$ cat src/rtl/score_counter.sv
// score_counter: saturating bowling hit counter with two-digit 7-segment readout.
// Ports: CLOCK_50 clock; SW[0] sync active-low reset; KEY[0] active-low hit
//   button (asynchronous); score 5-bit binary total; HEX0 units / HEX1 tens,
//   active-low segments, bit 0 = a .. bit 6 = g.
// Parameter MAX_SCORE (<= 31) is the saturation value.
// Optional macro SCORE_LEADING_ZERO_BLANK_EN blanks HEX1 while the tens digit is 0.
module score_counter #(
    parameter int MAX_SCORE = 30
) (
    input  logic       CLOCK_50,
    input  logic [0:0] SW,
    input  logic [0:0] KEY,
    output logic [4:0] score,
    output logic [6:0] HEX0,
    output logic [6:0] HEX1
);

    localparam logic [4:0] SCORE_MAX = 5'(MAX_SCORE);

    // k1/k2 synchronize the button; kp holds the previous synchronized
    // level so a press is counted once, on the falling edge only.
    logic k1;
    logic k2;
    logic kp;
    logic press;

    assign press = kp & ~k2;

    always_ff @(posedge CLOCK_50) begin
        if (!SW[0]) begin
            k1    <= 1'b1;
            k2    <= 1'b1;
            kp    <= 1'b1;
            score <= 5'd0;
        end else begin
            k1 <= KEY[0];
            k2 <= k1;
            kp <= k2;
            if (press && (score < SCORE_MAX))
                score <= score + 5'd1;
        end
    end

    // Score never exceeds 31, so the tens digit is 0..3 and a
    // compare/subtract ladder replaces a general divider.
    logic [4:0] tens;
    logic [4:0] units;

    always_comb begin
        tens  = 5'd0;
        units = score;
        if (score >= 5'd30) begin
            tens  = 5'd3;
            units = score - 5'd30;
        end else if (score >= 5'd20) begin
            tens  = 5'd2;
            units = score - 5'd20;
        end else if (score >= 5'd10) begin
            tens  = 5'd1;
            units = score - 5'd10;
        end
    end

    function automatic logic [6:0] seg7(input logic [4:0] d);
        logic [6:0] s;
        unique case (d)
            5'd0:    s = 7'b1000000;
            5'd1:    s = 7'b1111001;
            5'd2:    s = 7'b0100100;
            5'd3:    s = 7'b0110000;
            5'd4:    s = 7'b0011001;
            5'd5:    s = 7'b0010010;
            5'd6:    s = 7'b0000010;
            5'd7:    s = 7'b1111000;
            5'd8:    s = 7'b0000000;
            5'd9:    s = 7'b0010000;
            default: s = 7'b1111111;
        endcase
        return s;
    endfunction

    assign HEX0 = seg7(units);

`ifdef SCORE_LEADING_ZERO_BLANK_EN
    assign HEX1 = (tens == 5'd0) ? 7'b1111111 : seg7(tens);
`else
    assign HEX1 = seg7(tens);
`endif

endmodule

$ cat config.mk
export PLATFORM = sky130hd
export DESIGN_NAME = score_counter
export DESIGN_NICKNAME = d
export VERILOG_FILES = /design/src/rtl/score_counter.sv
export SDC_FILE = /design/constraint.sdc
export NUM_CORES = 1
export LEC_CHECK = 0
export BUFFER_PORTS_ARGS = -buffer_cell sky130_fd_sc_hd__buf_2
export CAP_MARGIN = 20
export CORE_AREA = 3 3 45 47
export DETAILED_ROUTE_END_ITERATION = 12
export DIE_AREA = 0 0 48 50
export MAX_ROUTING_LAYER = met4
export PLACE_DENSITY = 0.77
export SYNTH_ARGS = -nofsm -noshare
export SYNTH_HDL_FRONTEND = slang
export SYNTH_SLANG_ARGS = --single-unit
$ cat constraint.sdc
create_clock -name CLOCK_50 -period 7 [get_ports CLOCK_50]
set_input_delay 1.05 -clock CLOCK_50 [delete_from_list [all_inputs] [get_ports CLOCK_50]]
set_output_delay 1.05 -clock CLOCK_50 [all_outputs]
set_load 0.01 [all_outputs]
==> impl_metrics.tcl <==
set metrics [dict create \
    htreeDepth 1 \
    setup_tns_ns 0 \
    io_pins 22 \
    finalSetupViolCount 0 \
    portBuffers 20 \
    die_x_um 48 \
    synth_area_um2 806 \
    crit_required_ns 5.95 \
    synth-seq-cells 8 \
    path_cells "inv_1 -> ha_1 -> nor2b_2 -> o31ai_4 -> o21ai_2 -> xnor2_2 -> inv_1 -> ha_1 -> or3_1 -> a21o_1 -> buf_2" \
    slew_viol_final 0 \
    layout_common_cells "20 x buf_2, 10 x ha_1, 8 x dfxtp_1" \
    grt_remaining_overflow 0 \
    crit_buf_inv 3 \
    hpwl_mm 1.28 \
    synth_edf_count 0 \
    arrival_ns 3.09 \
    postCtsHoldBufs 0 \
    start_util 0.477 \
    antenna_found_initial 0 \
    crit_fanout 10 \
    ys_warn_count 0 \
    p_per_area_nw_per_um2 109 \
    yosysUniqueCellTypes 37 \
    drtPass1Iterations 4 \
    drt_wl_total_mm 1.61 \
    fin_crit_sh 0.591 \
    avgSynthCellArea_um2 8.39 \
    status "completed" \
    fp.dieArea_um2 2400 \
    synth_area_leaders "dfxtp_1 20%, ha_1 16%, a21o_1 4.7%, and2_1 4.7%, nand3_1 4.3%" \
    slowest_delay_ns 0.45 \
    wl_per_cell_um 12.3 \
    hp-class "reg -> reg" \
    drive_gt1_frac 0.316 \
    hold_viol_final 0 \
    nets 129 \
    clock_latency_ns 0.25 \
    ctsResizeCount 0 \
    startpoint_type "flop" \
    skew_ns 0.00168 \
    area_delta_synth_final_pct 13.0 \
    dpl_cell_area_um2 888 \
    peakVddDrop_uv 92.3 \
    rsz0062_at_grt "no" \
    postRouteAntennaNets 0 \
    cts_buffers 3 \
    clk_path_buf_depth 2 \
    cts_tree "yes" \
    seq_area_frac_synth 0.199 \
    grt_pass1_wl_mm 2.86 \
    crit_type "reg -> out" \
    diodes 0 \
    final_common_cell "buf_2" \
    end_kind "primary output" \
    vias 707 \
    core_um2 1690 \
    max_freq_mhz 242 \
    clk_pin_slew_ns 0.05 \
    postCtsSetupRepairBufs 0 \
    cp_top_family "compound AO/OA/AOI/OAI gates" \
    groute.usage.overall 0.162 \
    p_leak_nw 0.505 \
    drc_errors 0 \
    synth_nets 109 \
    syn_inst 96 \
    place.gp.congestion 0.892 \
    synth_top_area_frac 0.199 \
    fin_area_um2 911 \
    die_h_um 50 \
    slowest_stage "dfxtp_1" \
    post-route-min-period_ns 4.14 \
    root_buffer "clkbuf_4" \
    ys.flop_type "dfxtp_1" \
    max_cap_violations 0 \
    rows 15 \
    grt_pass1_vias 684 \
    viasPerCell 5.40 \
    grt_max_degree 11 \
    ys_async_sr_fraction 0 \
    clkSinkCount 8 \
    synth_top_cell_by_area "dfxtp_1" \
    drtIter0Drc 10 \
]
area by class of cell:
cell class / instances / area [um^2]
clock buffers: 3 / 22.5
flip-flops and latches: 8 / 160
repair buffers: 20 / 100
multi-input cells: 76 / 581
well taps: 17 / 21.3
inverters: 7 / 26.3
fillers: 170 / 778
per-layer routing:
layer | up-vias | GRT usage | routed length (um)
met5 | - | - | 0
met4 | 0 | 0.0717 | 0
met3 | 0 | 0.0365 | 56
met2 | 13 | 0.227 | 749
met1 | 328 | 0.216 | 800
li1 | 366 | - | -
registers in the layout, summed over array words and instances, names as in the netlist:
register  cells
score         5
k1            1
k2            1
kp            1
worst reg2reg max path, stage by stage, from the launching register on:
cell and delay, ns:
dfxtp_1 0.42, ha_1 0.27, and3_1 0.27, nor3b_2 0.37, nand3_1 0.15, xnor2_1 0.14
and2_1 0.16
where the power goes:
group | internal (mW) | switching, mW | total (mW)
clock | 0.0196 | 0.0147 | 0.0343
combinational | 0.00733 | 0.00867 | 0.0160
sequential | 0.0469 | 0.00161 | 0.0486
total | 0.0738 | 0.0250 | 0.0989
metrics by stage:
| stage | worst slack, ns | utilization | cells | hold WS [ns] | power (mW) |
|---|---|---|---|---|---|
| after CTS | 2.86 | 0.539 | 131 | 0.425 | 0.101 |
| after floorplan | 3.36 | - | 96 | 0.386 | 0.0602 |
| final | 2.86 | 0.539 | 131 | 0.422 | 0.0989 |
| after detailed placement | 3.15 | 0.526 | 128 | 0.411 | 0.0655 |
| after global routing | 2.62 | 0.539 | 131 | 0.470 | 0.106 |
| after global placement | 3.30 | 0.526 | 128 | 0.406 | 0.0651 |
worst paths after layout:
path                            depth (start not counted)      from        to  slack, ns
worst min register to register                          1        k1        k2       0.42
worst min-delay path                                    1        k1        k2       0.42
worst max register to register                          6  score[2]  score[3]       5.11
worst max-delay path                                   11  score[1]   HEX0[5]       2.86
synth_stat cells, types with 2 or more instances:
| library cell | count |
|---|---|
| buf_4 | 3 |
| dfxtp_1 | 8 |
| nand3_1 | 7 |
| o211ai_1 | 2 |
| o21ai_0 | 3 |
| o21ai_2 | 2 |
| and2_1 | 6 |
| a21o_1 | 5 |
| nand2b_1 | 4 |
| a21oi_1 | 4 |
| inv_1 | 7 |
| nand2_1 | 7 |
| xnor2_1 | 4 |
| ha_1 | 10 |
| nor2_1 | 2 |
kinds of logic (layout without fill, tap and decap cells):
group | after synthesis | count (layout) | share of synthesized area
adders and majority gates | 10 | 10 | 0.155
buffers and inverters | 12 | 30 | 0.0807
other | 1 | 1 | 0.00465
xor gates and xnor gates | 6 | 6 | 0.0745
AOI/OAI and AO/OA | 24 | 24 | 0.236
and+or+nand+nor | 35 | 35 | 0.250
DFF | 8 | 8 | 0.199
Note: power is estimated with default switching activity, not from simulation.
